==> src/rtl/weight_bram_loader.sv <==
// ============================================================================
// Module   : weight_bram_loader
// Purpose  : Unpacks a PACK-weight stream LSB-first onto the weight BRAM write port.
// Options  : WEIGHT_CKSUM_EN enables the running checksum of written weights.
// Revision : 1.0 - initial release
// ============================================================================
`default_nettype none

module weight_bram_loader #(
  parameter int ADDR  = 16,
  parameter int WIDE  = 4,
  parameter int DEPTH = 32768,
  parameter int PACK  = 2
) (
  input  logic                 clk,
  input  logic                 rst_n,
  input  logic                 i_start,
  input  logic [ADDR-1:0]      i_base_addr,
  input  logic [ADDR:0]        i_length,
  input  logic                 i_s_valid,
  output logic                 o_s_ready,
  input  logic [PACK*WIDE-1:0] i_s_data,
  input  logic                 i_s_last,
  output logic                 o_wea,
  output logic [ADDR-1:0]      o_addra,
  output logic [WIDE-1:0]      o_dina,
  output logic                 o_busy,
  output logic                 o_done,
  output logic                 o_err,
  output logic [15:0]          o_cksum
);

  localparam int CW = $clog2(PACK + 1);
  localparam logic [ADDR-1:0] c_ADDR_MAX = ADDR'(DEPTH - 1);
  localparam logic [ADDR-1:0] c_ADDR_ONE = ADDR'(1);
  localparam logic [ADDR:0]   c_REM_ONE  = (ADDR + 1)'(1);
  localparam logic [ADDR:0]   c_REM_PACK = (ADDR + 1)'(PACK);
  localparam logic [CW-1:0]   c_CNT_ONE  = CW'(1);
  localparam logic [CW-1:0]   c_CNT_LOAD = CW'(PACK - 1);

  typedef enum logic [1:0] {
    S_IDLE   = 2'd0,
    S_STREAM = 2'd1,
    S_DONE   = 2'd2
  } state_t;

  state_t               r_state;
  state_t               w_next;
  logic [ADDR:0]        r_remaining;
  logic [PACK*WIDE-1:0] r_buf;
  logic [CW-1:0]        r_buf_cnt;
  logic                 r_last_short;
  logic [ADDR-1:0]      r_addr;
  logic                 r_wea;
  logic [ADDR-1:0]      r_addra;
  logic [WIDE-1:0]      r_dina;
  logic                 r_busy;
  logic                 r_done;
  logic                 r_err;

  logic                 w_start_ok;
  logic                 w_s_ready;
  logic                 w_accept;
  logic                 w_emit;
  logic                 w_fail;
  logic [WIDE-1:0]      w_weight;

  always_ff @(posedge clk or negedge rst_n) begin
    if (!rst_n) begin
      r_state <= S_IDLE;
    end else begin
      r_state <= w_next;
    end
  end

  // r_buf_cnt counts weights still held back; the one already on dina is not
  // included, so a new word is taken exactly when the buffer runs dry.
  always_comb begin
    w_next     = r_state;
    w_start_ok = 1'b0;
    w_s_ready  = 1'b0;
    w_accept   = 1'b0;
    w_emit     = 1'b0;
    w_fail     = 1'b0;
    w_weight   = r_buf[WIDE-1:0];
    case (r_state)
      S_IDLE: begin
        if (i_start) begin
          w_start_ok = 1'b1;
          w_next     = (i_length == '0) ? S_DONE : S_STREAM;
        end
      end
      S_STREAM: begin
        if (r_remaining == '0) begin
          w_next = S_DONE;
        end else if (r_last_short && (r_buf_cnt == '0)) begin
          w_next = S_DONE;
          w_fail = 1'b1;
        end else begin
          w_s_ready = (r_buf_cnt == '0) && !r_last_short;
          w_accept  = w_s_ready && i_s_valid;
          w_emit    = (r_buf_cnt != '0) || w_accept;
          if (r_buf_cnt == '0) begin
            w_weight = i_s_data[WIDE-1:0];
          end
        end
      end
      S_DONE: begin
        w_next = S_IDLE;
      end
      default: begin
        w_next = S_IDLE;
      end
    endcase
  end

  always_ff @(posedge clk or negedge rst_n) begin
    if (!rst_n) begin
      r_remaining  <= '0;
      r_buf        <= '0;
      r_buf_cnt    <= '0;
      r_last_short <= 1'b0;
      r_addr       <= '0;
      r_wea        <= 1'b0;
      r_addra      <= '0;
      r_dina       <= '0;
      r_busy       <= 1'b0;
      r_done       <= 1'b0;
      r_err        <= 1'b0;
    end else begin
      r_wea  <= w_emit;
      r_busy <= (w_next == S_STREAM);
      r_done <= (w_next == S_DONE);
      if (w_start_ok) begin
        r_remaining  <= i_length;
        r_addr       <= i_base_addr;
        r_buf_cnt    <= '0;
        r_last_short <= 1'b0;
        r_err        <= 1'b0;
      end
      if (w_fail) begin
        r_err <= 1'b1;
      end
      if (w_emit) begin
        r_addra     <= r_addr;
        r_dina      <= w_weight;
        r_addr      <= (r_addr == c_ADDR_MAX) ? '0 : r_addr + c_ADDR_ONE;
        r_remaining <= r_remaining - c_REM_ONE;
        if (r_buf_cnt != '0) begin
          r_buf     <= r_buf >> WIDE;
          r_buf_cnt <= r_buf_cnt - c_CNT_ONE;
        end else begin
          r_buf     <= i_s_data >> WIDE;
          r_buf_cnt <= c_CNT_LOAD;
        end
      end
      // A last word that cannot cover what is still owed ends the job with err.
      if (w_accept && i_s_last && (r_remaining > c_REM_PACK)) begin
        r_last_short <= 1'b1;
      end
    end
  end

`ifdef WEIGHT_CKSUM_EN
  logic [15:0] r_cksum;

  always_ff @(posedge clk or negedge rst_n) begin
    if (!rst_n) begin
      r_cksum <= '0;
    end else if (w_start_ok) begin
      r_cksum <= '0;
    end else if (r_wea) begin
      r_cksum <= r_cksum + 16'(r_dina);
    end
  end

  assign o_cksum = r_cksum;
`else
  assign o_cksum = '0;
`endif

  assign o_s_ready = w_s_ready;
  assign o_wea     = r_wea;
  assign o_addra   = r_addra;
  assign o_dina    = r_dina;
  assign o_busy    = r_busy;
  assign o_done    = r_done;
  assign o_err     = r_err;

endmodule

`default_nettype wire

==> config.mk <==
export PLATFORM = sky130hd
export DESIGN_NAME = weight_bram_loader
export DESIGN_NICKNAME = d
export VERILOG_FILES = /design/src/rtl/weight_bram_loader.sv
export SDC_FILE = /design/constraint.sdc
export NUM_CORES = 1
export LEC_CHECK = 0
export CAP_MARGIN = 20
export CORE_UTILIZATION = 33
export CTS_CLUSTER_DIAMETER = 40
export DETAILED_ROUTE_END_ITERATION = 6
export HOLD_SLACK_MARGIN = 0.03
export PLACE_DENSITY = 0.65
export SKIP_CTS_REPAIR_TIMING = 1
export SLEW_MARGIN = 20
export SYNTH_ARGS = -nofsm -noshare
export SYNTH_HDL_FRONTEND = slang
export SYNTH_SLANG_ARGS = --single-unit
==> constraint.sdc <==
create_clock -name clk -period 2.2 [get_ports clk]
set_input_delay 0.44 -clock clk [delete_from_list [all_inputs] [get_ports clk]]
set_output_delay 0.44 -clock clk [all_outputs]
set_load 0.03 [all_outputs]
## Word level (Yosys, flattened, before mapping)

Cells that the tools add are included.
Widths: inputs -> output; s select.

| storage, ports and cells | value |
|---|---|
| bits in registers | 70 |
| input port bits | 46 |
| output and inout bits | 41 |
| logic and storage cells | 70 |

| cells by class | value |
|---|---|
| add/sub/neg operators | 3 |
| magnitude comparators | 1 |
| equality and inequality tests | 4 |
| muxes and demuxes | 35 |
| reductions and logical operators | 15 |

Operators with widths:

| cell | count |
|---|---|
| $mux 16 | 3 |
| $logic_not 17->1 | 2 |
| $mux 17 | 2 |
| $mux 4 | 5 |
| $gt 17x2->1 const B | 1 |
| $mux 1 | 17 |
| $sub 17x1->17 const B | 1 |
| $add 16x1->16 const B | 1 |
| $eq 16x15->1 const B | 1 |
| $mux 2 | 7 |
| $reduce_bool 2->1 | 4 |
| $logic_and 1x1->1 | 5 |
| $eq 2x1->1 const B | 2 |
| $logic_not 2->1 | 2 |
| $pmux 2 s2 | 1 |
| $eq 2x2->1 const B | 1 |
| $sub 2x1->2 const B | 1 |
| $logic_not 1->1 | 1 |
| $logic_or 1x1->1 | 1 |

## Longest topological paths before layout

Gate-level depths: netlist (run 1).

| depth | value |
|---|---|
| depth in word-level cells | 9 |
| gate-level depth with buffers | 10 |
| mapped depth without buffers | 8 |

## Least setup slack after synthesis (run 1)

No wires, ideal clock.

| path | value |
|---|---|
| path type | register to output |
| start point | register r_remaining[0] |
| end point | output o_s_ready |
| data arrival time | 1.961 ns |
| required time | 1.760 ns |
| setup slack | -0.201 ns |
| stages on the path, launching flop included | 7 |
| buffers on the path | 0 |
| cell sequence | dfrtp_1 -> inv_1 -> ha_1 -> nor4b_1 -> nand4b_4 -> nand2_1 -> nor4_1 |

| between the ends | value |
|---|---|
| cells in the longest elaborated chain, start to end | 3 |

Ends and longest elaborated chain:

| element | RTL line | text |
|---|---|---|
| start, declared | 49 | `logic [ADDR:0] r_remaining;` |
| start signal, assigned | 135 | `r_remaining <= i_length;` |
| start signal, assigned | 148 | `r_remaining <= r_remaining - c_REM_ONE;` |
| $logic_not 17->1 | 94 | `if (r_remaining == '0) begin` |
| $mux 1 | 94 |  |
| $mux 1 | 86 | `case (r_state)` |
| end, declared | 21 | `output logic o_s_ready,` |

No other way between the ends.

## Worst setup path in the final report (run 1)

| path | value |
|---|---|
| start point | register r_remaining[12] |
| end point | output o_s_ready |

Same word-level chain as after synthesis.

==> flow_summary.toml, run 1 <==
[clocking]
path_clk_slew_ns = 0.07
cts_buffers = 9
htree_levels = 3
worstSkewPairLatency_ns = 0.35
cts_root_buf = "clkbuf_8"
cts.path.max_buffers = 2
cts.sinks = 66
tritoncts = "yes"

[worst_setup_path]
cp-end-kind = "output pin"
critPathRequiredTime_ns = 1.76
start_kind = "flop"
r2r_cells = 7
arrival_ns = 1.90
path_class = "reg2out"
worst-path-max-fanout = 6

[timing]
grt_setup_unrepaired = "true"
skew_ns = 0.00942
holdWs_ns = 0.0763
min_period_ns = 2.34
tightest_slew_ns = 0.545
maxSlewHeadroom = 0.637
slew_violations = 0
worst_slack_ns = -0.136
fin_crit_sh = 1.06
max_freq_mhz = 428
hold_viol = 0
finalSetupViolCount = 1

[die]
initial_core_util = 0.345
die_width_um = 104
num_rows = 36
die_height_um = 104
pin_count = 87
fp.coreArea_sq_mm = 0.00995
die-area_sq_mm = 0.0108

[finish]
nNetsFinal = 525
fillers = 965
area_delta_synth_final_pct = 37.3
antenna_cells = 0
fin_cells = 612
drive_gt1_frac = 0.146

[yosys]
ys_seq_area_frac = 0.481
synth-async-reset-ratio = 1.00
netlist-cell-type-count = 54
yosysTopAreaCellShare = 0.481
synth_edf_count = 0
yosys_warnings = 0
synthCells = 372
synth_ff_type = "dfrtp_1"
syn_area_sq_mm = 0.00344
yosys_register_bits = 66
synth_top_area_cell = "dfrtp_1"
ys_top_cells_by_area = "dfrtp_1, nand2_1, buf_4"
synth_area_per_cell_sq_um = 9.24

[routing]
wire_per_inst_um = 15.2
via_count = 3198
drtIter0Drc = 126
viasPerCell = 5.23
antenna_left = 0
drt-pass1-iter-count = 4
routed_wl_um = 9330
drc_errors = 0

[run]
maxCapViolCount = 0

[global_route]
grt_use_total = 0.174
grt-ovfl-total = 0
antenna_found_initial = 0
first_global_vias = 3090
grt_pass1_wl_um = 15200
grt_max_degree = 46

[run_status]
violations = "setup timing"
status = "finished with violations"

[power]
total_leakage_power_nw = 2.08
power_w = 0.00679
power.density_mw_per_mm2 = 1440
ir_drop_mv = 0.535

[placed_design]
gp_congestion = 0.858
dp_cells = 590
hpwl_um = 6680
io_buffers = 70

[hold_path]
hold_class = "in2async"
-- cells in the mapped netlist (all sizes together) (4+ instances only) --
master,count
clkbuf,9
nor4,10
inv,7
o21ai,21
nand3,16
nor3b,4
dfrtp,66
nor2,17
o211ai,10
nand2,91
o311ai,12
buf,23
or3,4
a221o,8
nor3,7
ha,4
o22ai,6
a21oi,5
and3,5
o31ai,4
nand4,7
-- cell usage in the layout (no fill, tap or decap), types with 3 or more instances in the layout --
cell type         n
o31ai_1           4
a21oi_1           4
or3_1             4
clkdlybuf4s50_1  68
nor2_1           17
o21ai_1           3
and3_1            5
o211ai_1         10
inv_1             4
conb_1           16
a21o_1            3
buf_12            3
o311ai_0         11
nand4_1           7
o21ai_0          18
nand3_1          16
nor4_1            9
nand2_1          89
clkbuf_8         10
nor3b_1           4
buf_4            36
o22ai_1           6
ha_1              4
nor3_1            7
dfrtp_1          65
a221o_1           8
-- where the power goes --
| part | total, W | switching, W | internal (W) |
|---|---|---|---|
| logic | 0.00353 | 0.00195 | 0.00158 |
| clock network | 0.000992 | 0.000447 | 0.000545 |
| registers | 0.00226 | 0.000497 | 0.00177 |
-- sequential cells by signal (all words and copies together), names as in the netlist, 2 cells and up --
| name | cells |
|---|---|
| r_addr | 16 |
| r_state | 2 |
| o_addra | 16 |
| r_remaining | 17 |
| r_buf | 4 |
| o_dina | 4 |
| r_buf_cnt | 2 |
-- metrics by stage --
stage          cell area [sq um]  setup slack (ns)  setup TNS [ns]  utilization
2_1_floorplan               3500             0.110               0            -
3_3_place_gp                4430           -0.0851           -1.07        0.445
3_5_place_dp                4430            -0.126           -1.30        0.445
4_1_cts                     4620            -0.394          -0.476        0.464
5_1_grt                     4720            -0.196          -0.460        0.474
6_report                    4720            -0.136          -0.136        0.474
-- path summary, 6_finish.rpt --
path                            startpoint              to  slack (ns)
max                        r_remaining[12]       o_s_ready       -0.14
min                                  rst_n  r_remaining[8]        0.08
min reg2reg                     o_addra[6]      o_addra[6]        0.47
max reg2reg                r_remaining[12]       r_addr[6]        0.01
min in group clk                o_addra[6]      o_addra[6]        0.47
max in group asynchronous            rst_n        r_buf[3]        1.49
-- worst max-delay path, cell delays in order (launching register included) --
cell and delay, ns:
dfrtp_1 0.38, or4_4 0.58, nand4b_4 0.26, nand2_4 0.12
nor4_4 0.04, buf_4 0.17
-- cell families (layout without fill, tap and decap cells) --
kind of cell	after synthesis	after routing	synth area share
fa+ha+maj	4	4	0.0146
xor+xnor	1	1	0.00255
buf+inv	39	131	0.0666
simple gates	176	176	0.249
other cells	1	16	0.00109
mux	2	2	0.00582
flops	66	66	0.481
compound gates	83	83	0.180
-- routing by layer --
layer	wire (um)	GRT usage	vias to the layer above
met5	0	0	-
met4	217	0.0612	0
met3	378	0.0420	18
met2	4440	0.283	93
met1	4290	0.226	1549
li1	-	-	1538
-- final cells by class --
class                           instances  area (sq um)  area share
Multi-Input combinational cell        282          1650       0.351
Sequential cell                        66          1650       0.350
Timing Repair Buffer                  109          1030       0.219
Clock buffer                           12           145      0.0308
Clock inverter                          3          40.0     0.00849
Tap cell                              133           166      0.0353
Inverter                                7          28.8     0.00610
Note: power is estimated with default switching activity, not from simulation.
==> run 2: changes to the inputs <==
--- a/config.mk
+++ b/config.mk
@@ -11,6 +11,7 @@
 export DETAILED_ROUTE_END_ITERATION = 6
 export HOLD_SLACK_MARGIN = 0.03
 export PLACE_DENSITY = 0.65
+export RECOVER_POWER = 100
 export SKIP_CTS_REPAIR_TIMING = 1
 export SLEW_MARGIN = 20
 export SYNTH_ARGS = -nofsm -noshare
==> run 2 against run 1 <==
The run still ends with setup timing left; design area is 0.29% lower; worst setup slack improved by 0.0027 ns; via count decreased by 0.19%; clock power about the same; combinational power is essentially flat; critical path depth unchanged; worst hold slack improved by 0.26 ns; clock-buffer cell count stayed put; clock skew hardly changed; critical path type unchanged.
==> flow_summary.toml, run 2 (synthesis gave the netlist of run 1 again) <==
[power]
pwr-share-clk = 0.146
internal_power_w = 0.00389
total_leakage_power_nw = 2.07
p_sw_frac = 0.426
ir_drop_mv = 0.535
power_w = 0.00678
switching_power_w = 0.00289
power.density_mw_per_mm2 = 1440
power.share.combinational = 0.520
seqPwrFrac = 0.333

[die]
die_height_um = 104
pin_count = 87
die_width_um = 104
die-area_sq_mm = 0.0108
fp.coreArea_sq_mm = 0.00995
num_rows = 36
initial_core_util = 0.345

[finish]
drive_gt1_frac = 0.144
final_util = 0.473
top_register = "r_remaining"
mostFrequentLayoutCell = "nand2_1"
antenna_cells = 0
nNetsFinal = 525
largest_register_ffs = 17
area_delta_synth_final_pct = 36.9
fillers = 967
final_cell_mix = "nand2_1, clkdlybuf4s50_1, dfrtp_1"

[timing]
max_freq_mhz = 429
tightest_slew_ns = 1.23
grt_setup_unrepaired = "true"
worst_slack_ns = -0.133
hold_viol = 0
maxSlewHeadroom = 0.183
skew_ns = 0.00947
fin_crit_sh = 1.06
min_period_ns = 2.33
finalSetupViolCount = 1
slew_violations = 0

[global_route]
grt_max_degree = 46
grt_pass1_wl_um = 15200
grt-ovfl-total = 0
grt_use_total = 0.174
antenna_found_initial = 0
first_global_vias = 3090

[worst_setup_path]
critPathRequiredTime_ns = 1.76
path_cells = "or4_4, nand4b_4, nand2_4, nor4_4, buf_4"
cp_slowest_cell = "or4_4"
reg2reg_from = "r_remaining[12]"
path_class = "reg2out"
r2r_cells = 7
worst-path-max-fanout = 6
r2r-end = "r_addr[6]"
critPathBufInv = 1
cp-end-kind = "output pin"
cpPeakStageDelay_ns = 0.58
arrival_ns = 1.89
path_delay_family = "simple AND/OR/NAND/NOR gates"
start_kind = "flop"
r2r_setup_slack_ns = 0.01

[clocking]
worstSkewPairLatency_ns = 0.34
cts.sinks = 66
cts.path.max_buffers = 2
tritoncts = "yes"
cts_buffers = 9
htree_levels = 3
path_clk_slew_ns = 0.07
cts_root_buf = "clkbuf_8"

[placed_design]
io_buffers = 70
hpwl_um = 6680
dp_slack_ns = -0.126
gp_congestion = 0.858

[run_status]
status = "finished with violations"
violations = "setup timing"

[hold_path]
hold_class = "in2async"

[run]
maxCapViolCount = 0

[routing]
drc_errors = 0
viasPerCell = 5.22
routed_wl_um = 9310
wire_per_inst_um = 15.2
drt-pass1-iter-count = 4
antenna_left = 0
via_count = 3192
drtIter0Drc = 126
[run 2: cell types whose count changed in the layout (fill, tap and decap cells not counted)]
cell      before  now
buf_12         3    2
buf_2          1    0
clkbuf_1       2    3
clkbuf_4       0    1
[run 2: area by class of cell]
type / count / area (sq um) / share of cell area
multi-input cells: 282 / 1650 / 0.352
flip-flops and latches: 66 / 1650 / 0.351
repair buffers: 109 / 1020 / 0.216
well taps: 133 / 166 / 0.0354
clock buffers: 12 / 145 / 0.0309
clock inverters: 3 / 40.0 / 0.00851
inverters: 7 / 28.8 / 0.00612
[run 2: metrics by stage]
step,instance area [sq um],TNS [ns],cells,hold slack (ns)
finish,4700,-0.133,612,0.334
global route,4700,-0.460,612,0.435
CTS,4620,-0.476,605,0.102
detailed placement,4430,-1.30,590,0.459
global placement,4430,-1.07,590,0.453
floorplan,3500,0,387,0.144
[run 2: per-layer routing]
metal | vias to the layer above | routed length, um | track usage
li1 | 1538 | - | -
met1 | 1535 | 4300 | 0.226
met2 | 99 | 4380 | 0.283
met3 | 20 | 385 | 0.0420
met4 | 0 | 252 | 0.0612
met5 | - | 0 | 0
[run 2: worst max path at each step]
stage | start | endpoint | slack [ns] | cells past startpoint
floorplan | r_remaining[0] | r_addr[5] | 0.11 | 8
global placement | i_s_valid | r_addr[6] | -0.09 | 7
detailed placement | i_s_valid | r_remaining[10] | -0.13 | 6
CTS | r_remaining[1] | o_s_ready | -0.39 | 8
global route | r_remaining[11] | o_s_ready | -0.20 | 5
finish | r_remaining[12] | o_s_ready | -0.13 | 5
[run 2: worst reg2reg max path, delay by kind of cell, from the launching register on]
family / cells / cell delay [ns]
AO/OA/AOI/OAI: 2 / 0.45
buffers and inverters: 2 / 0.29
flip-flops: 1 / 0.38
AND/OR/NAND/NOR: 3 / 0.96
[run 2: power groups by stage]
stage | clock, W | sequential, W | combinational [W]
final | 0.000993 | 0.00226 | 0.00353
after floorplan | 0 | 0.00253 | 0.00176
after global placement | 0 | 0.00223 | 0.00333
after detailed placement | 0 | 0.00224 | 0.00339
after CTS | 0.00101 | 0.00223 | 0.00342
after global routing | 0.00107 | 0.00234 | 0.00388
==> run 3: changes to the inputs <==
--- a/config.mk
+++ b/config.mk
@@ -6,11 +6,13 @@
 export NUM_CORES = 1
 export LEC_CHECK = 0
 export CAP_MARGIN = 20
+export CELL_PAD_IN_SITES_DETAIL_PLACEMENT = 1
+export CELL_PAD_IN_SITES_GLOBAL_PLACEMENT = 1
 export CORE_UTILIZATION = 33
 export CTS_CLUSTER_DIAMETER = 40
 export DETAILED_ROUTE_END_ITERATION = 6
 export HOLD_SLACK_MARGIN = 0.03
-export PLACE_DENSITY = 0.65
+export PLACE_DENSITY = 0.81
 export RECOVER_POWER = 100
 export SKIP_CTS_REPAIR_TIMING = 1
 export SLEW_MARGIN = 20
==> run 3 against run 2 <==
The run ends with capacitance limit, slew limit, setup timing left; wire length grew 27%; first-iteration DRC count grew 44%; via count grew 8.0%; combinational power grew 16%; worst hold slack gained 0.15 ns; sequential power is essentially flat; global-route usage grew 3.7 points; design area grew 5.2%; critical endpoint unchanged; largest power group unchanged; worst setup slack lost 0.0098 ns; cell count grew 2.8%.
==> flow_summary.toml, run 3 (synthesis gave the netlist of run 1 again) <==
[clocking]
tritoncts = "yes"
path_clk_slew_ns = 0.07
htree_levels = 3
worstSkewPairLatency_ns = 0.35
cts.path.max_buffers = 2
cts.sinks = 66
cts_root_buf = "clkbuf_8"
cts_buffers = 9

[finish]
top_register = "r_remaining"
final_util = 0.497
stdcell_area_sq_mm = 0.00495
final_cell_mix = "nand2_1, clkdlybuf4s50_1, dfrtp_1"
largest_register_ffs = 17
area_delta_synth_final_pct = 44.0
nNetsFinal = 541
antenna_cells = 0
mostFrequentLayoutCell = "nand2_1"
drive_gt1_frac = 0.190
fillers = 1153

[die]
initial_core_util = 0.345
num_rows = 36
die_height_um = 104
fp.coreArea_sq_mm = 0.00995
die_width_um = 104
die-area_sq_mm = 0.0108
pin_count = 87

[global_route]
grt_max_degree = 35
antenna_found_initial = 0
met3_usage = 0.0420
grt.busiest_layer = "met2"
met1_usage = 0.271
grt_util_met2 = 0.346
grt_pass1_wl_um = 18200
first_global_vias = 3517
grt_use_total = 0.211
grt-ovfl-total = 0

[worst_setup_path]
arrival_ns = 1.90
cp_slowest_cell = "nor4_2"
path_cells = "nor4_2, buf_4, nand4b_4, nand2_4, nor4_4, buf_6"
critPathRequiredTime_ns = 1.76
path_class = "reg2out"
worst-path-max-fanout = 4
cp-end-kind = "output pin"
start_kind = "flop"
cpPeakStageDelay_ns = 0.48

[power]
ir_drop_mv = 0.521
p_sw_frac = 0.437
pwr-share-clk = 0.144
power.density_mw_per_mm2 = 1510
total_leakage_power_nw = 2.18
power.share.combinational = 0.549
switching_power_w = 0.00326
internal_power_w = 0.00419
seqPwrFrac = 0.308

[routing]
drc_errors = 0
drtIter0Drc = 182
wire_per_inst_um = 18.8
viasPerCell = 5.48
via_count = 3446
antenna_left = 0
routed_wl_um = 11800
drt-pass1-iter-count = 5

[timing]
tightest_slew_ns = 1.95
finalSetupViolCount = 17
max_freq_mhz = 427
grt_setup_unrepaired = "true"
min_period_ns = 2.34
worst_slack_ns = -0.143
skew_ns = 0.00970
slew_violations = 34
hold_viol = 0
maxSlewHeadroom = -0.298
fin_crit_sh = 1.06

[run]
maxCapViolCount = 1

[placed_design]
gp_congestion = 0.809
place_area_sq_mm = 0.00448
io_buffers = 70
hpwl_um = 7770

[hold_path]
hold_class = "reg2reg"

[run_status]
status = "finished with violations"
violations = "capacitance limit, slew limit, setup timing"
run 3: cell count changes in the layout (fill, tap and decap cells not counted), moves of 2 or more:
cell	previous run	this run
buf_4	36	43
o311ai_0	11	9
clkbuf_16	0	2
o311ai_1	1	3
nor4_1	9	7
buf_6	0	6
o22ai_2	0	2
nor4_2	0	2
o22ai_1	6	4
nand3_1	16	14
o21ai_0	18	16
nand3_2	0	2
run 3: per-stage QoR:
stage / setup TNS (ns) / power, W / setup WS (ns) / std cells / hold WS (ns)
floorplan: 0 / 0.00429 / 0.110 / 387 / 0.144
global placement: -0.485 / 0.00558 / -0.120 / 596 / 0.454
detailed placement: -1.28 / 0.00577 / -0.0969 / 596 / 0.465
CTS: -1.45 / 0.00686 / -0.423 / 612 / 0.203
global route: -7.56 / 0.00788 / -0.224 / 629 / 0.494
finish: -0.945 / 0.00745 / -0.143 / 629 / 0.480
run 3: critical path, delay by kind of cell (launching register included):
family                 cells  cell delay (ns)
AND/OR/NAND/NOR            4             0.77
buffers and inverters      2             0.35
flip-flops                 1             0.43
run 3: layout make-up:
type	instances	area [sq um]	area share
timing repair buffer	125	1190	0.241
inverter	7	28.8	0.00582
sequential	66	1650	0.334
clock buffer	14	163	0.0329
multi-input combinational	282	1710	0.346
tap	133	166	0.0336
clock inverter	2	35.0	0.00708
run 3: path summary, 6_finish.rpt:
path                                  from  slack [ns]  cells after the start           end
setup / recovery           r_remaining[13]       -0.14                      6     o_s_ready
hold / removal                    r_buf[0]        0.48                      2      r_buf[0]
setup reg to reg           r_remaining[13]       -0.11                      9  r_buf_cnt[0]
hold reg to reg                   r_buf[0]        0.48                      2      r_buf[0]
max in group asynchronous            rst_n        0.18                      2   o_addra[14]
min in group asynchronous            rst_n        0.63                      1      r_buf[2]
run 3: routing by layer:
layer	routed length, um	vias to the layer above
met5	0	-
met4	388	0
met3	651	35
met2	5740	147
met1	5020	1694
li1	-	1570
run 3: power by group through the flow:
stage | combinational, W | clock [W] | sequential [W]
2_1_floorplan | 0.00176 | 0 | 0.00253
3_3_place_gp | 0.00338 | 0 | 0.00221
3_5_place_dp | 0.00352 | 0 | 0.00225
4_1_cts | 0.00356 | 0.00107 | 0.00223
5_1_grt | 0.00440 | 0.00113 | 0.00236
6_report | 0.00409 | 0.00107 | 0.00229
